==> src/rtl/proj_pkg.sv <==
// ---------------------------------------------------------------------------
// proj_pkg
// Shared types and default sizes for the streaming bottom-k selector.
//   sorter_state_t : top-level FSM states (ACCEPT while collecting a set,
//                    EMIT while streaming the retained entries out).
//   sorter_entry_t : one retained slot {vld, sig, idx} at the default widths.
//   cell_op_t      : per-slot update selection used inside proj_sorter_cell.
// No ports; imported by proj_sorter_cell and proj_bottomk_stream.
// ---------------------------------------------------------------------------
package proj_pkg;

    localparam int unsigned DEFAULT_INDICES_COUNT = 4;
    localparam int unsigned DEFAULT_INDICE_LEN    = 8;
    localparam int unsigned DEFAULT_SIGNATURE_LEN = 32;

    typedef enum logic {
        ACCEPT = 1'b0,
        EMIT   = 1'b1
    } sorter_state_t;

    typedef struct packed {
        logic                             vld;
        logic [DEFAULT_SIGNATURE_LEN-1:0] sig;
        logic [DEFAULT_INDICE_LEN-1:0]    idx;
    } sorter_entry_t;

    typedef enum logic [1:0] {
        CELL_HOLD  = 2'd0,
        CELL_LOAD  = 2'd1,
        CELL_LEFT  = 2'd2,
        CELL_RIGHT = 2'd3
    } cell_op_t;

endpackage

==> src/rtl/proj_sorter_cell.sv <==
// ---------------------------------------------------------------------------
// proj_sorter_cell
// One slot of the sorted insertion array. Each cell compares the incoming
// signature against its own entry and, together with its left neighbour's
// compare bit, decides whether to hold, load the new beat, take the left
// neighbour's entry (shift up on insert) or take the right neighbour's entry
// (shift down on emit).
// Ports:
//   clk, rst                   : clock, synchronous active-high reset
//   clear                      : return the slot to its empty value
//   insert_en                  : an accepted beat is being inserted this cycle
//   shift_en                   : the array drains by one position this cycle
//   in_sig, in_idx             : incoming beat
//   left_less                  : compare bit of the slot below (0 for slot 0)
//   left_vld/sig/idx           : entry of the slot below
//   right_vld/sig/idx          : entry of the slot above (empty for last slot)
//   less                       : incoming beat belongs at or before this slot
//   eq                         : this slot holds a valid equal signature
//   vld, sig, idx              : current slot contents
// ---------------------------------------------------------------------------
module proj_sorter_cell
    import proj_pkg::*;
#(
    parameter int SIG_W = 32,
    parameter int IDX_W = 8
) (
    input  logic             clk,
    input  logic             rst,
    input  logic             clear,
    input  logic             insert_en,
    input  logic             shift_en,
    input  logic [SIG_W-1:0] in_sig,
    input  logic [IDX_W-1:0] in_idx,
    input  logic             left_less,
    input  logic             left_vld,
    input  logic [SIG_W-1:0] left_sig,
    input  logic [IDX_W-1:0] left_idx,
    input  logic             right_vld,
    input  logic [SIG_W-1:0] right_sig,
    input  logic [IDX_W-1:0] right_idx,
    output logic             less,
    output logic             eq,
    output logic             vld,
    output logic [SIG_W-1:0] sig,
    output logic [IDX_W-1:0] idx
);

    logic             vld_q, vld_d;
    logic [SIG_W-1:0] sig_q, sig_d;
    logic [IDX_W-1:0] idx_q, idx_d;
    cell_op_t         op;

    // Strict greater-than keeps equal signatures ahead of the new beat, which
    // makes insertion stable. Empty slots always accept. Because the valid
    // entries form a sorted prefix, the less bits across the array read
    // 0..0 1..1, so the first set bit is the insertion point.
    always_comb begin
        less = !vld_q || (in_sig < sig_q);
        eq   = vld_q && (in_sig == sig_q);

        op = CELL_HOLD;
        if (shift_en) begin
            op = CELL_RIGHT;
        end else if (insert_en && less) begin
            op = left_less ? CELL_LEFT : CELL_LOAD;
        end

        vld_d = vld_q;
        sig_d = sig_q;
        idx_d = idx_q;
        case (op)
            CELL_LOAD: begin
                vld_d = 1'b1;
                sig_d = in_sig;
                idx_d = in_idx;
            end
            CELL_LEFT: begin
                vld_d = left_vld;
                sig_d = left_sig;
                idx_d = left_idx;
            end
            CELL_RIGHT: begin
                vld_d = right_vld;
                sig_d = right_sig;
                idx_d = right_idx;
            end
            default: ;
        endcase
    end

    // Empty slot value is all-ones signature with vld low; vld alone marks
    // occupancy so an all-ones signature is still storable.
    always_ff @(posedge clk) begin
        if (rst || clear) begin
            vld_q <= 1'b0;
            sig_q <= '1;
            idx_q <= '0;
        end else begin
            vld_q <= vld_d;
            sig_q <= sig_d;
            idx_q <= idx_d;
        end
    end

    assign vld = vld_q;
    assign sig = sig_q;
    assign idx = idx_q;

endmodule

==> src/rtl/proj_bottomk_stream.sv <==
// ---------------------------------------------------------------------------
// proj_bottomk_stream
// Streaming bottom-k selector. Collects one (signature, index) beat per cycle,
// keeps the INDICES_COUNT smallest signatures in an ascending array, and on
// the last beat of a set streams them out smallest first, then clears.
// Ports:
//   clk, rst                       : clock, synchronous active-high reset
//   in_valid/in_ready              : input handshake
//   in_signature, in_index, in_last: input beat, in_last marks end of set
//   out_valid/out_ready            : output handshake
//   out_signature, out_index       : current output entry (slot 0)
//   out_rank                       : position of the entry, 0 = smallest
//   out_last                       : final entry of the set
// Build option: define PROJ_SORTER_DEDUP_EN to drop beats whose signature
// already sits in a valid slot (the handshake still completes).
// ---------------------------------------------------------------------------
module proj_bottomk_stream
    import proj_pkg::*;
#(
    parameter int INDICES_COUNT = DEFAULT_INDICES_COUNT,
    parameter int INDICE_LEN    = DEFAULT_INDICE_LEN,
    parameter int SIGNATURE_LEN = DEFAULT_SIGNATURE_LEN
) (
    input  logic                             clk,
    input  logic                             rst,
    input  logic                             in_valid,
    output logic                             in_ready,
    input  logic [SIGNATURE_LEN-1:0]         in_signature,
    input  logic [INDICE_LEN-1:0]            in_index,
    input  logic                             in_last,
    output logic                             out_valid,
    input  logic                             out_ready,
    output logic [SIGNATURE_LEN-1:0]         out_signature,
    output logic [INDICE_LEN-1:0]            out_index,
    output logic [$clog2(INDICES_COUNT)-1:0] out_rank,
    output logic                             out_last
);

    localparam int K      = INDICES_COUNT;
    localparam int RANK_W = $clog2(INDICES_COUNT);
    localparam int CNT_W  = $clog2(INDICES_COUNT + 1);

`ifdef PROJ_SORTER_DEDUP_EN
    localparam bit DEDUP_EN = 1'b1;
`else
    localparam bit DEDUP_EN = 1'b0;
`endif

    sorter_state_t           state_q, state_d;
    logic [CNT_W-1:0]        count_q, count_d;
    logic [RANK_W-1:0]       rank_q, rank_d;

    logic                    dup_hit;
    logic                    insert_en;
    logic                    shift_en;
    logic                    clear;

    logic [K-1:0]            cell_less;
    logic [K-1:0]            cell_eq;
    logic [K-1:0]            cell_vld;
    logic [SIGNATURE_LEN-1:0] cell_sig [K];
    logic [INDICE_LEN-1:0]   cell_idx [K];

    // Control: inserts only happen while accepting, shifts only while
    // emitting, and the handshake on the last entry wipes the array.
    // A duplicate beat (dedup builds) still completes its handshake and can
    // still close the set; it just never reaches the cells.
    always_comb begin
        dup_hit   = DEDUP_EN && (|cell_eq);
        insert_en = (state_q == ACCEPT) && in_valid && !dup_hit;
        shift_en  = (state_q == EMIT) && out_ready;
        clear     = 1'b0;

        state_d = state_q;
        count_d = count_q;
        rank_d  = rank_q;

        case (state_q)
            ACCEPT: begin
                if (in_valid) begin
                    if (insert_en && (count_q < CNT_W'(K))) begin
                        count_d = count_q + CNT_W'(1);
                    end
                    if (in_last) begin
                        state_d = EMIT;
                    end
                end
            end
            EMIT: begin
                if (out_ready) begin
                    if (count_q == CNT_W'(1)) begin
                        clear   = 1'b1;
                        state_d = ACCEPT;
                        count_d = '0;
                        rank_d  = '0;
                    end else begin
                        count_d = count_q - CNT_W'(1);
                        rank_d  = rank_q + RANK_W'(1);
                    end
                end
            end
            default: state_d = ACCEPT;
        endcase
    end

    // State, occupancy and emitted-entry counters.
    always_ff @(posedge clk) begin
        if (rst) begin
            state_q <= ACCEPT;
            count_q <= '0;
            rank_q  <= '0;
        end else begin
            state_q <= state_d;
            count_q <= count_d;
            rank_q  <= rank_d;
        end
    end

    // Slot array: each cell sees its neighbours' entries; slot 0 has no left
    // neighbour (so it loads the new beat directly) and the last slot pulls
    // in an empty entry when the array drains.
    for (genvar i = 0; i < K; i++) begin : g_cell
        logic                     left_less;
        logic                     left_vld;
        logic [SIGNATURE_LEN-1:0] left_sig;
        logic [INDICE_LEN-1:0]    left_idx;
        logic                     right_vld;
        logic [SIGNATURE_LEN-1:0] right_sig;
        logic [INDICE_LEN-1:0]    right_idx;

        if (i == 0) begin : g_left_edge
            assign left_less = 1'b0;
            assign left_vld  = 1'b0;
            assign left_sig  = '1;
            assign left_idx  = '0;
        end else begin : g_left_link
            assign left_less = cell_less[i-1];
            assign left_vld  = cell_vld[i-1];
            assign left_sig  = cell_sig[i-1];
            assign left_idx  = cell_idx[i-1];
        end

        if (i == K - 1) begin : g_right_edge
            assign right_vld = 1'b0;
            assign right_sig = '1;
            assign right_idx = '0;
        end else begin : g_right_link
            assign right_vld = cell_vld[i+1];
            assign right_sig = cell_sig[i+1];
            assign right_idx = cell_idx[i+1];
        end

        proj_sorter_cell #(
            .SIG_W (SIGNATURE_LEN),
            .IDX_W (INDICE_LEN)
        ) u_cell (
            .clk       (clk),
            .rst       (rst),
            .clear     (clear),
            .insert_en (insert_en),
            .shift_en  (shift_en),
            .in_sig    (in_signature),
            .in_idx    (in_index),
            .left_less (left_less),
            .left_vld  (left_vld),
            .left_sig  (left_sig),
            .left_idx  (left_idx),
            .right_vld (right_vld),
            .right_sig (right_sig),
            .right_idx (right_idx),
            .less      (cell_less[i]),
            .eq        (cell_eq[i]),
            .vld       (cell_vld[i]),
            .sig       (cell_sig[i]),
            .idx       (cell_idx[i])
        );
    end

    // Outputs depend on registered state only; data ports read zero outside
    // EMIT so the idle array contents never leak out.
    always_comb begin
        in_ready      = (state_q == ACCEPT);
        out_valid     = (state_q == EMIT);
        out_signature = out_valid ? cell_sig[0] : '0;
        out_index     = out_valid ? cell_idx[0] : '0;
        out_rank      = out_valid ? rank_q : '0;
        out_last      = out_valid && (count_q == CNT_W'(1));
    end

endmodule

==> config.mk <==
export PLATFORM = sky130hd
export DESIGN_NAME = proj_bottomk_stream
export DESIGN_NICKNAME = d
export VERILOG_FILES = /design/src/rtl/proj_pkg.sv /design/src/rtl/proj_sorter_cell.sv /design/src/rtl/proj_bottomk_stream.sv
export SDC_FILE = /design/constraint.sdc
export NUM_CORES = 1
export LEC_CHECK = 0
export ABC_AREA = 1
export BUFFER_PORTS_ARGS = -buffer_cell sky130_fd_sc_hd__buf_2
export CAP_MARGIN = 25
export CORE_ASPECT_RATIO = 0.5
export CORE_UTILIZATION = 25
export CTS_CLUSTER_DIAMETER = 120
export CTS_CLUSTER_SIZE = 10
export DETAILED_ROUTE_END_ITERATION = 10
export PLACE_DENSITY_LB_ADDON = 0.12
export SETUP_SLACK_MARGIN = 0.3
export SLEW_MARGIN = 0
export SYNTH_ARGS = -nofsm -noshare
export SYNTH_HDL_FRONTEND = slang
export SYNTH_SLANG_ARGS = --single-unit
==> constraint.sdc <==
create_clock -name clk -period 2.6 [get_ports clk]
set_input_delay 0.52 -clock clk [delete_from_list [all_inputs] [get_ports clk]]
set_output_delay 0.52 -clock clk [all_outputs]
set_load 0.02 [all_outputs]
; ---- After elaboration in Yosys (flattened, before gate mapping)
; Index checks and enable logic that the tools add are counted.
[word_totals]
elab_cells = 103
out_inout_bits = 45
regBits = 170
[classes]
n_reduce_logical = 23
add_sub_neg = 3
eq_ne = 16
bitwise_logic = 1
muxes = 40
n_lt_le_gt_ge = 5
[ops]
columns = cell, count
row1 = $pmux W32 S3, 4
row2 = $lt A32 B32 Y1, 4
row3 = $pmux W8 S3, 4
row4 = $mux W32, 1
row5 = $mux W2, 12
row6 = $eq A2 B2 Y1 const B, 8
row7 = $mux W3, 4
row8 = $pmux W1 S3, 4
row9 = $reduce_bool A3 Y1, 4
row10 = $eq A2 B1 Y1 const B, 4
row11 = $logic_and A1 B1 Y1, 8
row12 = $mux W1, 8
row13 = $mux W8, 1
row14 = $pmux W3 S2, 1
row15 = $logic_or A1 B1 Y1, 5
row16 = $logic_not A1 Y1, 4
row17 = $ne A2 B2 Y1 const B, 2
row18 = $add A3 B1 Y3 const B, 1
row19 = $eq A3 B1 Y1 const B, 1
row20 = $lt A3 B3 Y1 const B, 1
row21 = $reduce_and A3 Y1, 1
row22 = $sub A3 B1 Y3 const B, 1
row23 = $add A2 B1 Y2 const B, 1
row24 = $ne A2 B1 Y1 const B, 1
row25 = other kinds (3), 3

; ---- Longest topological paths before layout
[logic_depth]
word_depth = 7
depth_mapped = 21

; ---- Modules after synthesis
; From an unflattened synthesis, not the netlist that was laid out.
[unflattened]
hier_cells = 2391
hier_area_um2 = 15090.7
[by_module_without_submodules]
columns = module, n_inst, area_per_inst_um2, cells_per_inst
row1 = proj_sorter_cell, 4, 3589.7, 561
row2 = proj_bottomk_stream, 1, 732.0, 147

; ---- Worst setup path after synthesis
; OpenSTA, ideal clock, no wires.
[synth_timing]
path_type = input-to-reg
start = in in_signature[5]
end = reg g_cell[1].u_cell.sig_q[18]
required_time_ns = 2.487
slack_ns = 0.394
stages = 17
setup_time_ns = 0.113
arrival_time_ns = 2.093
cell_sequence = ha_1 -> a21oi_1 -> nor2_1 -> nor3_1 -> nand2_1 -> nand2_1 -> nand2_1 -> nand2_1 -> nand2_1 -> nand2_2 -> buf_4 -> nand3_2 -> buf_4 -> nand2_1 -> nand3_1 -> nand2_1 -> nand2_1
[synth_between]
elab_chain_cells = 7
elab_cells_between_ends = 13
[synth_lines]
columns = item, line
row1 = "start, declared", proj_bottomk_stream.sv:28  ; input logic [SIGNATURE_LEN-1:0] in_signature,
row2 = $lt A32 B32 Y1, proj_sorter_cell.sv:58  ; less = !vld_q || (in_sig < sig_q);
row3 = $logic_or A1 B1 Y1, proj_sorter_cell.sv:58
row4 = $mux W2 or $logic_and A1 B1 Y1 (tied branches), "proj_sorter_cell.sv:65, proj_sorter_cell.sv:64"
row5 = $mux W2 *, proj_sorter_cell.sv:64  ; end else if (insert_en && less) begin
row6 = $mux W2 *, proj_sorter_cell.sv:62  ; if (shift_en) begin
row7 = $eq A2 B2 Y1 or $eq A2 B1 Y1 (tied branches), proj_sorter_cell.sv:71  ; case (op)
row8 = $pmux W32 S3 or $reduce_bool A3 Y1 (tied branches), -
row9 = "end signal, assigned", proj_sorter_cell.sv:100  ; sig_q <= sig_d;
row10 = "end, declared", proj_sorter_cell.sv:49  ; logic [SIG_W-1:0] sig_q, sig_d;
; Every way passes the cells marked *; elsewhere a longest branch is shown, timed or not.
; A chain may end at the register's enable or synchronous reset.

; ---- Worst setup path after layout
[layout_timing]
start = reg g_cell[2].u_cell.sig_q[27]
end = reg g_cell[3].u_cell.sig_q[30]
[layout_between]
elab_chain_cells = 7
elab_cells_between_ends = 10
[layout_lines]
columns = item, line
row1 = "start, declared", proj_sorter_cell.sv:49
row2 = "start signal, assigned", proj_sorter_cell.sv:100
row3 = $lt A32 B32 Y1 *, proj_sorter_cell.sv:58
row4 = $logic_or A1 B1 Y1 *, proj_sorter_cell.sv:58
row5 = $mux W2 *, proj_sorter_cell.sv:65  ; op = left_less ? CELL_LEFT : CELL_LOAD;
row6 = $mux W2 *, proj_sorter_cell.sv:64
row7 = $mux W2 *, proj_sorter_cell.sv:62
row8 = $eq A2 B2 Y1 or $eq A2 B1 Y1 (tied branches), proj_sorter_cell.sv:71
row9 = $pmux W32 S3 or $reduce_bool A3 Y1 (tied branches), -
row10 = "end signal, assigned", proj_sorter_cell.sv:100
row11 = "end, declared", proj_sorter_cell.sv:49
; Marked as above.

==> Implementation_results.wiki <==
{| class="wikitable"
! Metric !! Value
|-
| Outcome || finished with violations
|-
| Violations in the final reports || design-rule violations
|-
| Biggest area contributors in the synthesized netlist || dfxtp_1, nand2_1, ha_1
|-
| Pleak || 9.823 nW
|-
| Slew HR || about 65%
|-
| Remaining DRCs || 2
|-
| Post-synth cell types || 31
|-
| Min-delay src || rst
|-
| DR vias/cell || 4.690
|-
| Sort of element at the start of the critical path || register
|-
| Least-Margin Pin Slew || approximately 0.53 ns
|-
| Crit. End Element || register
|-
| Leading area contributor after synthesis || dfxtp_1
|-
| Number of nets in the layout || 2364
|-
| Clock tree buffer depth || 2
|-
| Crit Reg-Reg Endpoint || g_cell[3].u_cell.sig[30]
|-
| Data required time of the critical path || 2.95 ns
|-
| Type of the tightest min-delay check || in2reg
|-
| Number of flops mapped to enable cells by yosys || 0
|-
| Height of the chip || about 160 um
|-
| Global-route total usage across every layer || 19.32%
|-
| Cell count after placement || 2748
|-
| Worst stage delay on the critical path || 0.33 ns
|-
| Total half-perimeter wirelength after legalization and detailed placement || 31530 um
|-
| Fraction of met3 tracks used by global routing || 2.717%
|-
| Source of the worst register-to-register timing path || g_cell[2].u_cell.sig[27]
|-
| Met1 usage || roughly 29%
|-
| Mean Syn Cell Area || 6.273 um^2
|-
| Portion of the clock cycle consumed by the worst path in the final layout || 96.31%
|-
| Flip-flop and latch count after synthesis || between 150 and 200
|-
| Fmax || 399.4 MHz
|-
| Overall via count from detail_route || 13386
|-
| Area of the mapped netlist || 12310 um^2
|-
| Global placement routability congestion || 0.8230
|-
| Antenna violations before repair || 1
|-
| Largest net degree at the start of global routing || 72
|-
| Proportion of synthesized chip area in sequential cells || between 20% and 30%
|-
| Antenna Diode Count || 0
|-
| Per-cell routed wire length || roughly 19 um
|-
| Max Transition Viols Final || 0
|-
| Post-route ant nets || 0
|-
| Portion of synthesized cell area occupied by the leading cell type || between 20% and 30%
|-
| Clock latency at the later pin of the worst-skew pair || 0.47 ns
|-
| Wire length reported by the detailed router || roughly 53000 um
|-
| Initial core utilization || 25.34%
|-
| Least setup slack across all paths after layout || 0.09599 ns
|-
| Most used standard cells in the synthesized netlist || nand2_1, inv_1, nor2_1
|-
| Number of non-filler instances in the completed layout || about 2900
|-
| Most used DFF post-synth || dfxtp_1
|-
| Number of synthesis warnings || 0
|-
| Number of cells produced by synthesis || 1962
|-
| Share of layout cells above drive strength 1 || 37.01%
|-
| Clock net sink count || 170
|-
| Slowest-stage cell, CP || dfxtp_2
|-
| Die ar. || 50180 um^2
|-
| Final Util || 38.37%
|-
| Detailed router's first-iteration violation count || 860
|-
| # H-tree levels || 4
|-
| Total congestion overflow || 0
|-
| Fill count || 5121
|-
| Worst Hold Endpoint || out_valid
|-
| First-pass iteration count of the detailed router || 8
|-
| Total of hold buffers inserted after clock tree synthesis || 0
|-
| Share of synthesized flip-flops with an asynchronous set or reset || 0%
|-
| Number of setup violations in the final report || 0
|-
| Max rail drop VDD || 0.0004587 V
|-
| Met2 routing resource usage after global routing || 29.21%
|-
| Unrepaired setup endpoints after global routing || true
|-
| Clock root cell || clkbuf_16
|-
| Synthesized netlist net count || between 2000 and 2500
|-
| Power per cell area || 544.7 nW/um^2
|-
| Top Family by Delay on Critical Path || simple AND/OR/NAND/NOR gates
|-
| Synthesis-to-finish area growth || 51.41%
|-
| TritonCTS clock tree || done
|-
| Width of the die || 315.8 um
|-
| Min-Delay Path Depth || 2
|-
| Gr busiest metal || met2
|-
| Clk_skew || 0.01735 ns
|-
| Most common cell on crit path || nand2_4
|-
| Core area || 48570 um^2
|-
| I/O pin count || 90
|-
| Worst Path Buf+Inv || 6
|-
| Maximum fanout encountered on the critical timing path || 8
|-
| Final min period || 2.504 ns
|-
| Max Cap Viol || 0
|-
| Pre-CTS setup slack || -0.3708 ns
|-
| Kind of critical path || reg2reg
|-
| Total number of placement rows || 57
|-
| Wire length of the first global-routing pass || about 74000 um
|-
| Number of global-route vias before repair || ~12000
|-
| Library cell with the highest instance count after synthesis || nand2_1
|-
| Count of buffers from port buffering || 89
|-
| Data arrival time of the worst path || 2.86 ns
|-
| Clk pin slew, worst setup/hold paths || 0.07 ns
|-
| Inserted Clock Buffers || 17
|-
| Chain of cells forming the critical path || inv_1 > ha_4 > nand2_2 > nor2_4 > nand2_2 > nor4_2 > buf_4 > nand2_4 > nand2_4 > nand2_8 > inv_8 > nand2_8 > clkinvlp_4 > buf_12 > buf_16 > nand2_4 > nand3_2 > nand2_1
|-
| Cell count of the worst reg-to-reg path || 18
|-
| Count of final hold-check violations || 0
|-
| Reg-to-reg slack, setup || 0.1 ns
|}
[what timing repair did]
action,4_1_cts,5_1_grt
pin swaps,18,138
buffers inserted,13,29
setup endpoints to repair,163,163
gates cloned,12,20
resized for setup,111,509
[stage by stage]
step / hold slack, ns / power [mW] / setup TNS (ns) / cell area [um^2]
4_1_cts: 0.2570 / 9.139 / 0 / 15960
3_3_place_gp: 0.4465 / 6.141 / -47.11 / 14510
2_1_floorplan: 0.4222 / 4.934 / 0 / 12310
5_1_grt: 0.2624 / 10.74 / 0 / 18640
6_report: 0.2728 / 10.15 / 0 / 18640
3_5_place_dp: 0.4438 / 6.121 / -48.97 / 14510
[metal layers]
metal | vias up | routed length (um) | share of wire, %
li1 | 6703 | - | -
met1 | 6349 | 26900 | 51
met2 | 286 | 22970 | 43
met3 | 48 | 2370 | 4.5
met4 | 0 | 871 | 1.6
met5 | - | 0 | 0
[report_power, final]
group	switching [mW]	total, mW	internal (mW)
clock	1.26	2.59	1.32
sequential	0.227	3.17	2.94
combinational	2.52	4.39	1.88
total	4.01	10.2	6.14
[state kept, by name (all words and copies together), names as in the netlist]
signal / cells
g_cell.u_cell.idx: 32
count_q: 3
out_valid: 1
g_cell.u_cell.vld: 4
rank_q: 2
g_cell.u_cell.sig: 128
[cell families after synthesis]
group                    Yosys count  share of synthesized area (%)
AND/OR/NAND/NOR                  879                          29.46
AO/OA/AOI/OAI                    343                          15.33
adder cells (fa/ha/maj)          127                          12.91
flip-flops                       170                          27.65
buffers and inverters            443                          14.65
[placed cells by master (no fill, tap or decap), types with 44 or more instances in the layout]
cell type,netlist,layout
nand2_1,519,394
inv_1,342,295
nor2_1,178,169
buf_4,12,133
dfxtp_1,170,109
buf_2,36,89
a21oi_1,128,78
ha_1,127,78
nand2_2,11,71
o21ai_0,94,65
nand3_1,126,62
nand3_2,1,61
nand2_4,4,60
dfxtp_2,0,58
o21ai_1,57,55
ha_4,0,48
inv_2,3,45
a21oi_2,2,44
[area by class of cell]
type                            count  area, um^2  area share [%]
Tap cell                          649       812.0           4.357
Timing Repair Buffer              306        3162           16.97
Timing Repair inverter              1       8.758         0.04700
Inverter                          347        1334           7.157
Multi-Input combinational cell   1349        9281           49.81
Clock inverter                     14       121.4          0.6513
Sequential cell                   170        3487           18.71
Clock buffer                       18       429.2           2.303
[how the worst max path moves through the flow]
stage	cells past startpoint	slack (ns)	startpoint	endpoint
finish	18	0.1	g_cell[2].u_cell.sig[27]	g_cell[3].u_cell.sig[30]
global route	18	0.02	g_cell[2].u_cell.sig[25]	g_cell[3].u_cell.sig[25]
CTS	18	0.1	g_cell[2].u_cell.sig[22]	g_cell[3].u_cell.sig[30]
detailed placement	18	-0.37	in_signature[9]	g_cell[3].u_cell.sig[30]
global placement	18	-0.40	in_signature[9]	g_cell[3].u_cell.sig[3]
floorplan	17	0.39	in_signature[5]	g_cell[1].u_cell.sig[18]
Power figures use the tool's default switching activity.
